### src/rtl/ntt_result_reader_pkg.sv
// rtl/ntt_result_reader_pkg.sv - shared NTT constants, memory region encodings and reader FSM states
package ntt_result_reader_pkg;

    localparam int COEF_W    = 16;
    localparam int LANES     = 16;
    localparam int NUM_WORDS = 64;

    // 9-bit coefficient memory address = {region, word}
    localparam logic [1:0] REGION_A      = 2'b00;
    localparam logic [1:0] REGION_B      = 2'b01;
    localparam logic [1:0] REGION_RESULT = 2'b10;

    localparam logic [8:0] RBASE = {REGION_RESULT, 7'd0};

    typedef enum logic [1:0] {
        ST_IDLE,
        ST_ISSUE,
        ST_DRAIN
    } reader_state_t;

endpackage

### src/rtl/ntt_word_fifo2.sv
// rtl/ntt_word_fifo2.sv - two-entry word FIFO with count, simultaneous push/pop and reset clear
// Ports: clk, reset (sync, active-high), push/push_data write side,
//        pop read side, head = oldest entry, count = occupancy 0..2.
module ntt_word_fifo2 #(
    parameter int W = 256
) (
    input  logic         clk,
    input  logic         reset,
    input  logic         push,
    input  logic [W-1:0] push_data,
    input  logic         pop,
    output logic [W-1:0] head,
    output logic [1:0]   count
);

    logic [W-1:0] slot1;

    // slot 0 (head) is always the oldest entry; a pop shifts slot 1 down
    always_ff @(posedge clk) begin
        if (reset) begin
            head  <= '0;
            slot1 <= '0;
            count <= 2'd0;
        end else begin
            case ({push, pop})
                2'b10: begin
                    if (count == 2'd0) head  <= push_data;
                    else               slot1 <= push_data;
                    count <= count + 2'd1;
                end
                2'b01: begin
                    head  <= slot1;
                    count <= count - 2'd1;
                end
                2'b11: begin
                    if (count == 2'd1) begin
                        head <= push_data;
                    end else begin
                        head  <= slot1;
                        slot1 <= push_data;
                    end
                end
                default: ;
            endcase
        end
    end

    always_ff @(posedge clk) begin
        if (!reset) begin
            assert (!(push && !pop && count == 2'd2));
            assert (!(pop && count == 2'd0));
        end
    end

endmodule

### src/rtl/ntt_result_reader.sv
// rtl/ntt_result_reader.sv - unloads the NTT result region and streams it one coefficient per beat
// Ports: clk, reset (sync, active-high), start (unload request),
//        raddr/ren/rdata coefficient memory read port (1-cycle latency),
//        out_data/out_valid/out_ready/out_last coefficient stream,
//        busy (unload in progress), done (pulse after final beat).
module ntt_result_reader
    import ntt_result_reader_pkg::*;
#(
    parameter int         COEF_W    = ntt_result_reader_pkg::COEF_W,
    parameter int         LANES     = ntt_result_reader_pkg::LANES,
    parameter int         NUM_WORDS = ntt_result_reader_pkg::NUM_WORDS,
    parameter logic [8:0] RBASE     = ntt_result_reader_pkg::RBASE
) (
    input  logic                      clk,
    input  logic                      reset,
    input  logic                      start,
    output logic [8:0]                raddr,
    output logic                      ren,
    input  logic [COEF_W*LANES-1:0]   rdata,
    output logic [COEF_W-1:0]         out_data,
    output logic                      out_valid,
    input  logic                      out_ready,
    output logic                      out_last,
    output logic                      busy,
    output logic                      done
);

    localparam int WC_W = $clog2(NUM_WORDS + 1);
    localparam int LI_W = $clog2(LANES);

    generate
        if (RBASE[8:7] != REGION_RESULT || (int'(RBASE[6:0]) + NUM_WORDS - 1) > 127) begin : g_bad_rbase
            $error("result words must lie inside the result region");
        end
    endgenerate

    reader_state_t             state;
    logic [WC_W-1:0]           wc;      // words issued
    logic [WC_W-1:0]           oc;      // words fully streamed
    logic [LI_W-1:0]           li;      // lane within head word
    logic                      rvalid;  // rdata holds a returning word this cycle
    logic [1:0]                fifo_count;
    logic [COEF_W*LANES-1:0]   head;
    logic                      hs;
    logic                      pop;
    logic                      credit;

    ntt_word_fifo2 #(.W(COEF_W*LANES)) u_fifo (
        .clk       (clk),
        .reset     (reset),
        .push      (rvalid),
        .push_data (rdata),
        .pop       (pop),
        .head      (head),
        .count     (fifo_count)
    );

    // Stream comes straight off the FIFO head: it only changes on a handshake,
    // so data stays stable under backpressure and a pop+push keeps beats back-to-back.
    assign out_valid = (fifo_count != 2'd0);
    assign out_data  = out_valid ? head[li*COEF_W +: COEF_W] : '0;
    assign out_last  = out_valid && (oc == WC_W'(NUM_WORDS - 1)) && (li == LI_W'(LANES - 1));
    assign hs        = out_valid && out_ready;
    assign pop       = hs && (li == LI_W'(LANES - 1));

    // Words buffered plus words still in flight (issued now, or returning now)
    // never exceed the two FIFO slots.
    assign credit = (3'(fifo_count) + 3'(ren) + 3'(rvalid)) < 3'd2;

    always_ff @(posedge clk) begin
        if (reset) begin
            state  <= ST_IDLE;
            wc     <= '0;
            oc     <= '0;
            li     <= '0;
            rvalid <= 1'b0;
            raddr  <= 9'd0;
            ren    <= 1'b0;
            busy   <= 1'b0;
            done   <= 1'b0;
        end else begin
            rvalid <= ren;
            done   <= 1'b0;
            if (hs) li <= pop ? '0 : li + LI_W'(1);
            if (pop) oc <= oc + WC_W'(1);

            case (state)
                ST_IDLE: begin
                    ren <= 1'b0;
                    if (start) begin
                        // first read goes out immediately so it lands in the next cycle
                        busy  <= 1'b1;
                        ren   <= 1'b1;
                        raddr <= RBASE;
                        wc    <= WC_W'(1);
                        oc    <= '0;
                        li    <= '0;
                        state <= (NUM_WORDS == 1) ? ST_DRAIN : ST_ISSUE;
                    end
                end
                ST_ISSUE: begin
                    if (credit) begin
                        ren   <= 1'b1;
                        raddr <= RBASE + 9'(wc);
                        wc    <= wc + WC_W'(1);
                        if (wc == WC_W'(NUM_WORDS - 1)) state <= ST_DRAIN;
                    end else begin
                        ren <= 1'b0;
                    end
                end
                ST_DRAIN: begin
                    ren <= 1'b0;
                    if (hs && out_last) begin
                        state <= ST_IDLE;
                        busy  <= 1'b0;
                        done  <= 1'b1;
                    end
                end
                default: state <= ST_IDLE;
            endcase
        end
    end

endmodule
### config.mk
export PLATFORM = sky130hd
export DESIGN_NAME = ntt_result_reader
export DESIGN_NICKNAME = d
export VERILOG_FILES = /design/src/rtl/ntt_result_reader_pkg.sv /design/src/rtl/ntt_word_fifo2.sv /design/src/rtl/ntt_result_reader.sv
export SDC_FILE = /design/constraint.sdc
export NUM_CORES = 1
export LEC_CHECK = 0
export CAP_MARGIN = 0
export CORE_UTILIZATION = 60
export DETAILED_ROUTE_END_ITERATION = 10
export PLACE_DENSITY = 0.92
export SLEW_MARGIN = 5
export SYNTH_ARGS = -nofsm -noshare
export SYNTH_HDL_FRONTEND = slang
export SYNTH_SLANG_ARGS = --single-unit
### constraint.sdc
create_clock -name clk -period 7 [get_ports clk]
set_clock_uncertainty 0.15 [all_clocks]
set_input_delay 0.7 -clock clk [delete_from_list [all_inputs] [get_ports clk]]
set_output_delay 0.7 -clock clk [all_outputs]
set_load 0.01 [all_outputs]
==> results of run 1 <==
[Yosys cell counts, types with 3 or more instances]
master and number:
dfxtp_1 546, nand2_1 527, nor2_1 286, a21oi_1 266, nor3_1 258, a221oi_1 257, clkbuf_1 193, mux4_2 64
buf_2 38, mux2i_1 34, o22ai_1 16, buf_1 14, ha_1 14, xor2_1 11, a22oi_1 9, buf_4 6
inv_1 6, nand4_1 6, nand3_1 4, a211oi_1 3, a21o_1 3, and3_1 3, inv_2 3, nand2b_1 3
o21ai_1 3
[power by group through the flow]
stage	Combinational [mW]	Clock (mW)	Sequential (mW)
6_report	1.72	2.92	3.77
3_3_place_gp	1.59	0	3.79
3_5_place_dp	1.66	0	3.81
2_1_floorplan	1.16	0	3.71
4_1_cts	1.69	2.92	3.75
5_1_grt	1.86	3.06	3.80
[state kept, by name (all words and copies together) (netlist names)]
| register | cells |
|---|---|
| wc | 7 |
| u_fifo.count | 2 |
| oc | 7 |
| rvalid | 1 |
| ren | 1 |
| u_fifo.slot1 | 256 |
| busy | 1 |
| raddr | 8 |
| state | 2 |
| u_fifo.head | 256 |
| done | 1 |
| li | 4 |
[layout make-up]
type | count | area, sq um
sequential | 546 | 10900
multi-input combinational | 1791 | 10600
clock inverter | 17 | 194
antenna | 8 | 20.0
fill | 2425 | 9750
timing repair buffer | 307 | 3120
clock buffer | 79 | 1580
tap | 468 | 586
inverter | 9 | 33.8
[logic make-up after synthesis]
logic type / share of synthesized area (%)
AND/OR/NAND/NOR: 20.3
AO/OA/AOI/OAI: 17.2
flip-flops: 48.5
buffers and inverters: 4.76
multiplexers: 7.91
adder cells (fa/ha/maj): 0.778
XOR/XNOR: 0.506
other: 0.0167
[worst register-to-register path, cell delays in order (launching register included)]
cell and delay [ns]:
dfxtp_2 1.02, and4b_1 0.38, and2_1 0.38, ha_1 0.47
nand2_1 0.16, o21ai_4 0.10, buf_12 0.58, a221oi_1 0.97
nor3_1 0.29
[metal layers]
metal | vias up | track usage [%] | part of all wire, %
met5 | - | 0 | 0
met4 | 0 | 22.0 | 6.4
met3 | 280 | 7.65 | 12
met2 | 1523 | 56.2 | 46
met1 | 10225 | 46.5 | 36
li1 | 9497 | - | -
[metrics by stage]
stage | instance area, sq um | cells | utilization [%] | power [mW] | hold WS, ns
5_1_grt | 27000 | 3225 | 73.5 | 8.72 | 0.319
2_1_floorplan | 22500 | 2599 | - | 4.88 | 0.286
3_3_place_gp | 25200 | 3121 | 68.6 | 5.38 | 0.291
6_report | 27000 | 3225 | 73.5 | 8.41 | 0.304
3_5_place_dp | 25200 | 3121 | 68.6 | 5.48 | 0.296
4_1_cts | 27000 | 3217 | 73.4 | 8.36 | 0.304
[path summary, 6_finish.rpt]
| check | endpoint | from |
|---|---|---|
| max reg2reg | u_fifo.head[48] | li[3] |
| min reg2reg | u_fifo.slot1[241] | u_fifo.slot1[241] |
| min | u_fifo.slot1[241] | u_fifo.slot1[241] |
| max | out_data[14] | li[0] |
==> results.toml, run 1 <==
[yosys]
synth_edf_count = 0
async_flop_share_pct = 0
ys_seq_elements = 546
synthDistinctLibCells = 45
synth.top_cell.area_share_pct = 48.5
synth_top_cell_by_area = "dfxtp_1"
syn-num-nets = 2873
ys_warn_count = 0
synthTopCellsByArea = "dfxtp_1 49%, a221oi_1 10%, nand2_1 8.8%"
seq_area_frac_synth_pct = 48.5
postSynthCellCount = 2599
syn_area_sq_um = 22500
ys.flop_type = "dfxtp_1"
syn_area_per_cell_sq_um = 8.66

[route]
wl_per_cell_um = 22.1
drtIter0Drc = 2947
first_pass_iters = 7
drc = 0
ant_nets = 0
viasPerCell = 6.67
num_vias = 21525
wirelength_um = 71300

[power]
ir_drop_v = 0.000222
clkPwrFrac_pct = 34.7
p_leak_nw = 8.89
p_comb_share_pct = 20.5
p_sw_share_pct = 29.9
p_per_area_nw_per_um2 = 311
seqPwrFrac_pct = 44.8
internal-power_mw = 5.90
p_sw_mw = 2.51

[clock_network]
clk_pin_slew_ns = 0.06
cts_hold_buffers = 0
clock_sinks = 546
cts_htree_levels = 2
cts_setup_buffers = 0
cts_resized = 0
cts_root_buf = "clkbuf_16"
clock_latency_ns = 0.60
cts_buffer_depth = 3
cts_inserted_buffers = 54
cts_tree = "built"

[layout]
nets = 2983
final_common_cell = "dfxtp_1"
area_growth_syn_to_layout_pct = 20.1
final_layout_size_suffix_gt1_share_pct = 6.84
most-common-layout-cells = "543 x dfxtp_1, 527 x nand2_1, 287 x clkdlybuf4s50_1"

[global_route]
grt_max_degree = 257
overflow = 0
grt_pass1_vias = 20270
antenna_found_initial = 8
grt_pass1_wl_um = 110000
grtUsageTotal_pct = 36.1

[placed_design]
dp_hpwl_um = 44200
io_buffers = 288
gp_congestion = 0.885
pre_cts_ws_ns = 2.61

[run_status]
status = "finished with violations"
violations = "slew limit"

[critical_path]
reg2reg_slack_ns = 2.40
cp.depth = 5
critPathTopFamily = "buffers and inverters"
critPathLaunchType = "register"
rr_worst_depth = 8
required_ns = 6.15
slowest_delay_ns = 0.78
path_buf_inv = 2
path_cells = "buf_4 > mux4_2 > mux2i_1 > o22ai_1 > clkdlybuf4s50_1"
cp.arrival_ns = 3.76
endpoint_kind = "output port"
slowest_stage = "buf_4"
crit_type = "reg2out"
critPathMaxFanout = 41

[die]
dieArea_sq_um = 38300
die_h_um = 196
initial_core_util_pct = 61.2
rows = 70
top_level_ports = 290
core_sq_um = 36800
die_w_um = 196

[min_path]
worst_hold_path_type = "reg2reg"
holdPathStages = 2

[sta]
setup-violations-final = 0
hold_viol = 0
layout_setup_ws_ns = 2.39
tightestPinTransition_ns = 1.57
max_freq_ghz = 0.217
timing.slew.headroom_pct = -4.77
min_period_ns = 4.61
rsz0062_at_grt = "false"
setup_tns_ns = 0
min_period_over_period_pct = 65.9
slew_viol_final = 86

[flow_run]
cap_violations = 0
No activity file was read; power rests on OpenSTA's default activity.
==> run 2, diff against run 1 <==
CORE_UTILIZATION = 55   (was 60)
PLACE_DENSITY = 0.85   (was 0.92)
clock period = 4.8 ns   (was 7 ns; I/O delays follow)
==> run 2 against run 1 <==
- clock power is 44% higher
- highest routed layer is now met5
- register-to-register slack worse by 1.4 ns
- combinational power is 47% higher
- the run now ends clean
- die area is 9.0% higher
- final area is 0.96% higher
- total power is 45% higher
- sequential power is 45% higher
==> results.toml, run 2 (synthesized netlist as in run 1, its figures left out) <==
[run_status]
status = "finished clean"

[critical_path]
path_buf_inv = 2
critPathTopFamily = "buffers and inverters"
critPathLaunchType = "register"
critPathMaxFanout = 66
crit_type = "reg2out"
required_ns = 4.17
slowest_stage = "buf_4"
endpoint_kind = "output port"
slowest_delay_ns = 0.83
cp.arrival_ns = 3.42
path_cells = "buf_4 > mux4_2 > mux2i_1 > o22ai_1 > clkdlybuf4s50_1"

[clock_network]
cts_hold_buffers = 0
cts_htree_levels = 2
cts_buffer_depth = 3
cts_inserted_buffers = 54
cts_setup_buffers = 0
cts_resized = 0
cts_tree = "built"
cts_root_buf = "clkbuf_16"
clock_sinks = 546
clock_latency_ns = 0.61
clk_pin_slew_ns = 0.06

[global_route]
grt_pass1_wl_um = 109000
grtUsageTotal_pct = 33.1
grt_pass1_vias = 20127
grt_max_degree = 175
overflow = 0
antenna_found_initial = 18

[sta]
rsz0062_at_grt = "false"
setup-violations-final = 0
tightestPinTransition_ns = 1.21
timing.slew.headroom_pct = 19.4
max_freq_ghz = 0.247
setup_tns_ns = 0
hold_viol = 0
slew_viol_final = 0
min_period_over_period_pct = 84.3
min_period_ns = 4.05

[placed_design]
dp_hpwl_um = 44600
dpl_cell_area_sq_um = 25500
gp_congestion = 0.897
io_buffers = 288

[power]
p_leak_nw = 8.96
p_comb_share_pct = 20.6
p_sw_share_pct = 29.8
seqPwrFrac_pct = 44.9
p_sw_mw = 3.64
p_per_area_nw_per_um2 = 448
clkPwrFrac_pct = 34.5
ir_drop_v = 0.000325
internal-power_mw = 8.57

[route]
top_layer_used = "met5"
wl_met1_um = 27100
drtIter0Drc = 2859
wirelength_um = 71100
viasPerCell = 6.39
drc = 0
wl_per_cell_um = 21.6
ant_nets = 0
first_pass_iters = 6
wl_met2_um = 32700
num_vias = 21088
dr_wl_met3_um = 7340

[die]
initial_core_util_pct = 56.1
die_h_um = 204
die_w_um = 204
dieArea_sq_um = 41700
rows = 73
core_sq_um = 40100
top_level_ports = 290

[layout]
nets = 2988
most-common-layout-cells = "543 x dfxtp_1, 527 x nand2_1, 287 x clkdlybuf4s50_1"
final_layout_size_suffix_gt1_share_pct = 7.04
multiInputGateArea_sq_um = 10600
reg_top3 = "u_fifo.head: 256 flops, u_fifo.slot1: 256 flops, raddr: 8 flops"
ff_latch_area_sq_um = 10900
final_common_cell = "dfxtp_1"
area_growth_syn_to_layout_pct = 21.2
fill_cells = 3006
stdcell_area_sq_um = 27300

[flow_run]
cap_violations = 0

[min_path]
worst_hold_path_type = "in2reg"
-- run 2: cell count changes in the layout (fill, tap and decap cells not counted) --
cell,delta
clkinv_2,-2
buf_4,-5
bufinv_16,-3
clkbuf_1,-1
clkinv_4,+1
dfxtp_4,+1
clkbuf_16,+2
dfxtp_2,-1
diode_2,+11
buf_12,+10
clkbuf_8,+3
-- run 2: metrics by stage --
| step | hold WS [ns] | util [%] | power, mW | instances | worst slack (ns) |
|---|---|---|---|---|---|
| floorplan | 0.286 | - | 7.11 | 2599 | 2.08 |
| global placement | 0.291 | 63.5 | 7.90 | 3183 | 1.26 |
| detailed placement | 0.296 | 63.5 | 8.03 | 3183 | 1.10 |
| CTS | 0.207 | 67.9 | 12.2 | 3279 | 0.870 |
| global route | 0.260 | 68.0 | 12.7 | 3295 | 0.757 |
| finish | 0.188 | 68.1 | 12.2 | 3298 | 0.752 |
-- run 2: path summary, 6_finish.rpt --
check / to / from / slack, ns / cells past startpoint
worst max-delay path: out_data[9] / li[1] / 0.75 / 5
worst min-delay path: wc[1] / reset / 0.19 / 2
worst max register to register: u_fifo.slot1[79] / u_fifo.count[1] / 1.01 / 10
worst min register to register: u_fifo.slot1[238] / u_fifo.slot1[238] / 0.30 / 2
-- run 2: layout make-up --
type / count / area share (%)
multi-input combinational: 1791 / 38.7
sequential: 546 / 40.1
clock buffer: 83 / 6.10
antenna: 19 / 0.174
timing repair buffer: 312 / 12.0
clock inverter: 13 / 0.376
tap: 525 / 2.41
inverter: 9 / 0.124
-- run 2: metal layers --
metal	up-vias	track usage, %
li1	9521	-
met1	10135	42.8
met2	1218	51.5
met3	212	6.22
met4	2	20.0
met5	-	0
-- run 2: power by group through the flow --
stage / logic (mW) / registers, mW / clock network [mW]
after detailed placement: 2.47 / 5.56 / 0
after global routing: 2.75 / 5.53 / 4.44
after floorplan: 1.70 / 5.42 / 0
after global placement: 2.38 / 5.52 / 0
final: 2.52 / 5.48 / 4.21
after CTS: 2.49 / 5.46 / 4.24
